==> config.mk <==
export PLATFORM = sky130hd
export DESIGN_NAME = pipe_stage_skid
export DESIGN_NICKNAME = d
export VERILOG_FILES = /design/src/rtl/pipe_pkg.sv /design/src/rtl/pipe_slot.sv /design/src/rtl/pipe_stage_skid.sv
export SDC_FILE = /design/constraint.sdc
export NUM_CORES = 1
export LEC_CHECK = 0
export BUFFER_PORTS_ARGS = -buffer_cell sky130_fd_sc_hd__buf_4
export CAP_MARGIN = 20
export CORE_MARGIN = 2
export CORE_UTILIZATION = 25
export DETAILED_ROUTE_END_ITERATION = 8
export SYNTH_ARGS = -nofsm -noshare
export SYNTH_HDL_FRONTEND = slang
export SYNTH_HIERARCHICAL = 1
export SYNTH_SLANG_ARGS = --single-unit
==> constraint.sdc <==
create_clock -name clk -period 3.6 [get_ports clk]
set_input_delay 0.36 -clock clk [delete_from_list [all_inputs] [get_ports clk]]
set_output_delay 0.36 -clock clk [all_outputs]
set_load 0.01 [all_outputs]
==> src/rtl/pipe_pkg.sv <==
// Shared types and helpers for the pipeline stage register.
//   pipe_state_e : occupancy state of a stage (empty, main only, main + skid)
//   STALL_CNT_W  : width of the back-pressure counter
//   bus_w()      : width of a packed multi-channel data bus
package pipe_pkg;

  typedef enum logic [1:0] {
    StEmpty = 2'd0,
    StFull  = 2'd1,
    StSkid  = 2'd2
  } pipe_state_e;

  localparam int unsigned STALL_CNT_W = 16;

  function automatic int unsigned bus_w(input int unsigned data_w, input int unsigned num_ch);
    return data_w * num_ch;
  endfunction

endpackage

==> src/rtl/pipe_slot.sv <==
// One packed multi-channel data register with clear, load and hold.
//   clk_i : clock
//   clr_i : synchronous clear; every channel takes CLR_VAL (wins over ld_i)
//   ld_i  : load d_i
//   d_i   : packed NUM_CH*DATA_W input
//   q_o   : register contents
module pipe_slot
  import pipe_pkg::*;
#(
  parameter int unsigned       DATA_W  = 32,
  parameter int unsigned       NUM_CH  = 3,
  parameter logic [DATA_W-1:0] CLR_VAL = '0
) (
  input  logic                                clk_i,
  input  logic                                clr_i,
  input  logic                                ld_i,
  input  logic [bus_w(DATA_W, NUM_CH)-1:0]    d_i,
  output logic [bus_w(DATA_W, NUM_CH)-1:0]    q_o
);

  localparam int unsigned BusW = bus_w(DATA_W, NUM_CH);

  logic [BusW-1:0] data_q, data_d;

  always_comb begin
    data_d = data_q;
    if (clr_i) begin
      data_d = {NUM_CH{CLR_VAL}};
    end else if (ld_i) begin
      data_d = d_i;
    end
  end

  always_ff @(posedge clk_i) begin
    data_q <= data_d;
  end

  assign q_o = data_q;

endmodule

==> src/rtl/pipe_stage_skid.sv <==
// Pipeline stage register with valid/ready handshake, flush, stall and an
// optional one-entry skid buffer.
//   clk, reset (sync, active-high), clr (flush), en (0 = stall)
//   in_valid / in_data / in_ready   : upstream handshake
//   out_valid / out_data / out_ready: downstream handshake
//   occ       : entries held (0..2)
//   stall_cnt : saturating count of back-pressured cycles
module pipe_stage_skid
  import pipe_pkg::*;
#(
  parameter int unsigned       DATA_W  = 32,
  parameter int unsigned       NUM_CH  = 3,
  parameter bit                SKID_EN = 1'b1,
  parameter logic [DATA_W-1:0] CLR_VAL = '0
) (
  input  logic                             clk,
  input  logic                             reset,
  input  logic                             clr,
  input  logic                             en,
  input  logic                             in_valid,
  input  logic [bus_w(DATA_W, NUM_CH)-1:0] in_data,
  output logic                             in_ready,
  output logic                             out_valid,
  output logic [bus_w(DATA_W, NUM_CH)-1:0] out_data,
  input  logic                             out_ready,
  output logic [1:0]                       occ,
  output logic [STALL_CNT_W-1:0]           stall_cnt
);

  localparam int unsigned BusW   = bus_w(DATA_W, NUM_CH);
  localparam logic [BusW-1:0] ClrBus = {NUM_CH{CLR_VAL}};

  pipe_state_e            state_q, state_d;
  logic                   main_valid, skid_valid;
  logic                   push, pop, flush;
  logic                   main_ld;
  logic [BusW-1:0]        main_d, skid_q;
  logic [STALL_CNT_W-1:0] stall_cnt_q, stall_cnt_d;

  assign flush      = reset | clr;
  assign main_valid = (state_q != StEmpty);
  assign skid_valid = (state_q == StSkid);

  // With the skid buffer in_ready comes only from registered state, breaking the
  // combinational ready path; without it, a full stage can accept only if it drains.
  always_comb begin
    if (SKID_EN) begin
      in_ready = en & ~skid_valid;
    end else begin
      in_ready = en & (~main_valid | out_ready);
    end
  end

  assign push = in_valid & in_ready;
  assign pop  = main_valid & out_ready & en;

  // en=0 forces push=pop=0, so the FSM holds without an explicit stall branch.
  always_comb begin
    state_d = state_q;
    main_ld = 1'b0;
    main_d  = in_data;
    if (flush) begin
      state_d = StEmpty;
    end else begin
      unique case (state_q)
        StEmpty: begin
          if (push) begin
            state_d = StFull;
            main_ld = 1'b1;
          end
        end
        StFull: begin
          if (push && pop) begin
            main_ld = 1'b1;
          end else if (push && SKID_EN) begin
            state_d = StSkid;
          end else if (pop) begin
            state_d = StEmpty;
          end
        end
        StSkid: begin
          if (pop) begin
            state_d = StFull;
            main_ld = 1'b1;
            main_d  = skid_q;
          end
        end
        default: state_d = StEmpty;
      endcase
    end
  end

  always_comb begin
    stall_cnt_d = stall_cnt_q;
    if (!clr && en && main_valid && !out_ready && (stall_cnt_q != '1)) begin
      stall_cnt_d = stall_cnt_q + 1'b1;
    end
  end

  always_ff @(posedge clk) begin
    if (reset) begin
      state_q     <= StEmpty;
      stall_cnt_q <= '0;
    end else begin
      state_q     <= state_d;
      stall_cnt_q <= stall_cnt_d;
    end
  end

  pipe_slot #(
    .DATA_W  (DATA_W),
    .NUM_CH  (NUM_CH),
    .CLR_VAL (CLR_VAL)
  ) u_main (
    .clk_i (clk),
    .clr_i (flush),
    .ld_i  (main_ld),
    .d_i   (main_d),
    .q_o   (out_data)
  );

  if (SKID_EN) begin : g_skid
    pipe_slot #(
      .DATA_W  (DATA_W),
      .NUM_CH  (NUM_CH),
      .CLR_VAL (CLR_VAL)
    ) u_skid (
      .clk_i (clk),
      .clr_i (flush),
      .ld_i  ((state_q == StFull) && push && !pop),
      .d_i   (in_data),
      .q_o   (skid_q)
    );
  end else begin : g_no_skid
    assign skid_q = ClrBus;
  end

  assign out_valid = main_valid;
  assign occ       = {1'b0, main_valid} + {1'b0, skid_valid};
  assign stall_cnt = stall_cnt_q;

endmodule

==> impl_metrics.py <==
metrics = {
    "worst_setup_path": {
        "arrival_ps": 2880,
        "ff2ff_path_depth": 7,
        "cp_max_fo": 35,
        "r2r-end": "u_main/q_o[49]",
        "worstPathRequired_ps": 3970,
        "end_kind": "register",
        "startpoint_type": "register",
        "path_class": "register to register",
        "reg2reg_slack_ps": 1090,
        "r2r_start": "state_q[1]",
    },
    "yosys": {
        "ys_seq_area_share_pct": 46.3,
        "synth-seq-cells": 210,
        "yosysUniqueCellTypes": 36,
        "yosysTopAreaCell": "dfxtp_1",
        "synth_ff_type": "dfxtp_1",
        "synth_edf_count": 0,
        "synth_commonest_cells": "dfxtp_1, nor2_1, mux2i_1",
        "syn_area_per_cell_um2": 10.6,
        "synth_nets": 963,
        "syn-cell-area_mm2": 0.00907,
        "yosys_warnings": 6,
        "async_flop_share_pct": 0,
        "yosysMostFrequentCell": "dfxtp_1",
        "ys_top_cells_by_area": "dfxtp_1, mux2i_1, mux2_2, nor2_1, buf_12",
        "yosysTopAreaCellShare_pct": 46.3,
        "syn_inst": 859,
    },
    "place": {
        "placedInstanceArea_mm2": 0.0110,
        "dp.cells": 1484,
        "hpwl_um": 14100,
        "gp_congestion": 0.725,
        "port_buffers": 217,
    },
    "global_route": {
        "grt_max_degree": 112,
        "grt_pass1_vias": 6592,
        "overflow": 0,
        "track_usage_pct": 11.2,
        "grt_pass1_wl_um": 34800,
        "antenna_found_initial": 0,
    },
    "route": {
        "vias_per_cell": 4.36,
        "dr.pass1.iters": 4,
        "antenna_left": 0,
        "num_vias": 6651,
        "routed_wl_um": 22000,
        "wl_per_cell_um": 14.4,
        "drc": 0,
        "drt_iter0_drc": 249,
    },
    "power_and_ir_drop": {
        "p_int_w": 0.00394,
        "combPwrFrac_pct": 5.9,
        "p_per_area_mw_per_mm2": 430,
        "sw_frac_of_total_pct": 22.0,
        "seqPwrFrac_pct": 46.4,
        "power_frac_clock_pct": 47.7,
        "netSwitchingPower_w": 0.00111,
        "p_leak_nw": 4.28,
        "vdd_drop_max_v": 0.000284,
    },
    "timing": {
        "final.period_utilization_pct": 69.8,
        "timing.setup.tns_ps": 0,
        "tightestPinTransition_ps": 894,
        "rsz0062_at_grt": "false",
        "finClkSkew_ps": 6.51,
        "setup_violations": 0,
        "clock.fmax_ghz": 0.398,
        "layout_min_cycle_time_ps": 2510,
        "slew_headroom_pct": 40.4,
        "hold_viol_final": 0,
        "maxSlewViolCount": 0,
    },
    "min_path": {
        "holdPathStages": 3,
        "min-delay-start": "in_data[32]",
        "whs_endpoint": "g_skid.u_skid/q_o[32]",
        "hp-class": "primary input to register",
    },
    "layout": {
        "layout.cells.non_filler": 1527,
        "area_growth_pct": 29.5,
        "antenna_cells": 0,
        "drive_gt1_share_pct": 34.8,
        "fillers": 3654,
        "final_cell_area_mm2": 0.0117,
        "nets": 1155,
    },
    "die": {
        "top_level_ports": 218,
        "rows": 69,
        "die_width_um": 195,
        "start_util_pct": 25.4,
        "die_h_um": 195,
        "coreArea_mm2": 0.0357,
        "dieArea_mm2": 0.0378,
    },
    "cts": {
        "cts.sinks": 210,
        "cts_buffers": 25,
        "postCtsSetupRepairBufs": 0,
        "cts_buffer_depth": 3,
        "insertion_delay_ps": 520,
        "cts_root_buf": "clkbuf_16",
        "cts.clk_slew.worst_paths_ps": 60,
        "cts_tree": "done",
        "cts_hold_buffers": 0,
        "post_cts_resized": 0,
        "cts.htree.levels": 1,
    },
    "job": {
        "max-cap-violations": 0,
    },
    "status": {
        "status": "finished clean",
    },
}
==> routing by layer <==
metal	wire, um	global-route usage [%]	vias to the layer above
li1	-	-	3348
met1	10000	13.9	3102
met2	9770	18.2	175
met3	1760	4.16	26
met4	431	2.85	0
met5	0	0	-
==> placed cells by master (no fill, tap or decap), drive strengths merged <==
cell | Yosys | routed
buf | 44 | 226
dfxtp | 210 | 210
nor2 | 197 | 197
mux2i | 193 | 193
mux2 | 97 | 97
clkbuf | 17 | 34
a21oi | 17 | 17
nand2 | 11 | 11
or4 | 9 | 9
o31ai | 9 | 9
o21ai | 7 | 7
nand3 | 7 | 7
nand4 | 7 | 7
inv | 6 | 6
clkinv | 0 | 5
nor2b | 4 | 4
or3 | 4 | 4
and3 | 4 | 4
o41ai | 3 | 3
or2 | 2 | 2
and4 | 2 | 2
ha | 2 | 2
clkinvlp | 0 | 2
nor4 | 2 | 2
and4b | 1 | 1
nor3b | 1 | 1
xor2 | 1 | 1
o211ai | 1 | 1
or4b | 1 | 1
bufinv | 0 | 1
==> state kept, by name, summed over array words and instances (netlist names) <==
register	count
g_skid.u_skid/q_o	96
u_main/q_o	96
stall_cnt	16
state_q	2
==> critical path: stages (launching register included) <==
cell and delay [ps]:
dfxtp_1 400, nor2b_1 150, buf_4 170, nand4_4 620, buf_4 510, mux2_2 300
mux2i_1 160, nor2_1 60
==> area by class of cell <==
class | count | area, um^2 | area share, %
multi-input combinational | 582 | 4400 | 37.5
sequential | 210 | 4200 | 35.8
timing repair buffer | 226 | 1760 | 15.0
inverter | 6 | 27.5 | 0.234
clock buffer | 34 | 709 | 6.04
tap | 461 | 577 | 4.91
clock inverter | 8 | 70.1 | 0.596
==> cells by family after synthesis <==
| family | synth area share [%] |
|---|---|
| mux | 33.3 |
| simple gates | 12.2 |
| flops | 46.3 |
| buf+inv | 5.34 |
| compound gates | 2.44 |
| fa+ha+maj | 0.276 |
| xor+xnor | 0.0966 |
==> worst max-delay path by stage <==
stage | cells after the start | endpoint | start
floorplan | 8 | u_main/q_o[55] | reset
global placement | 7 | u_main/q_o[58] | reset
detailed placement | 7 | u_main/q_o[35] | reset
CTS | 7 | u_main/q_o[49] | state_q[1]
global route | 7 | u_main/q_o[35] | state_q[1]
finish | 7 | u_main/q_o[49] | state_q[1]
==> through the flow <==
step                      util [%]  hold slack [ps]  power (W)  worst slack (ps)
after CTS                     32.9             52.5    0.00515              1000
after global routing          33.0             69.3    0.00526               851
after floorplan                  -              456    0.00256              1720
after global placement        30.7              469    0.00269               742
after detailed placement      30.7              480    0.00270               717
final                         33.0             85.6    0.00505              1090
==> power by group through the flow <==
stage          combinational (W)  clock (W)  sequential [W]
3_3_place_gp            0.000298          0         0.00239
5_1_grt                 0.000325    0.00259         0.00234
2_1_floorplan           0.000160          0         0.00240
6_report                0.000298    0.00241         0.00234
3_5_place_dp            0.000302          0         0.00239
4_1_cts                 0.000303    0.00250         0.00234
Power figures use the tool's default switching activity.
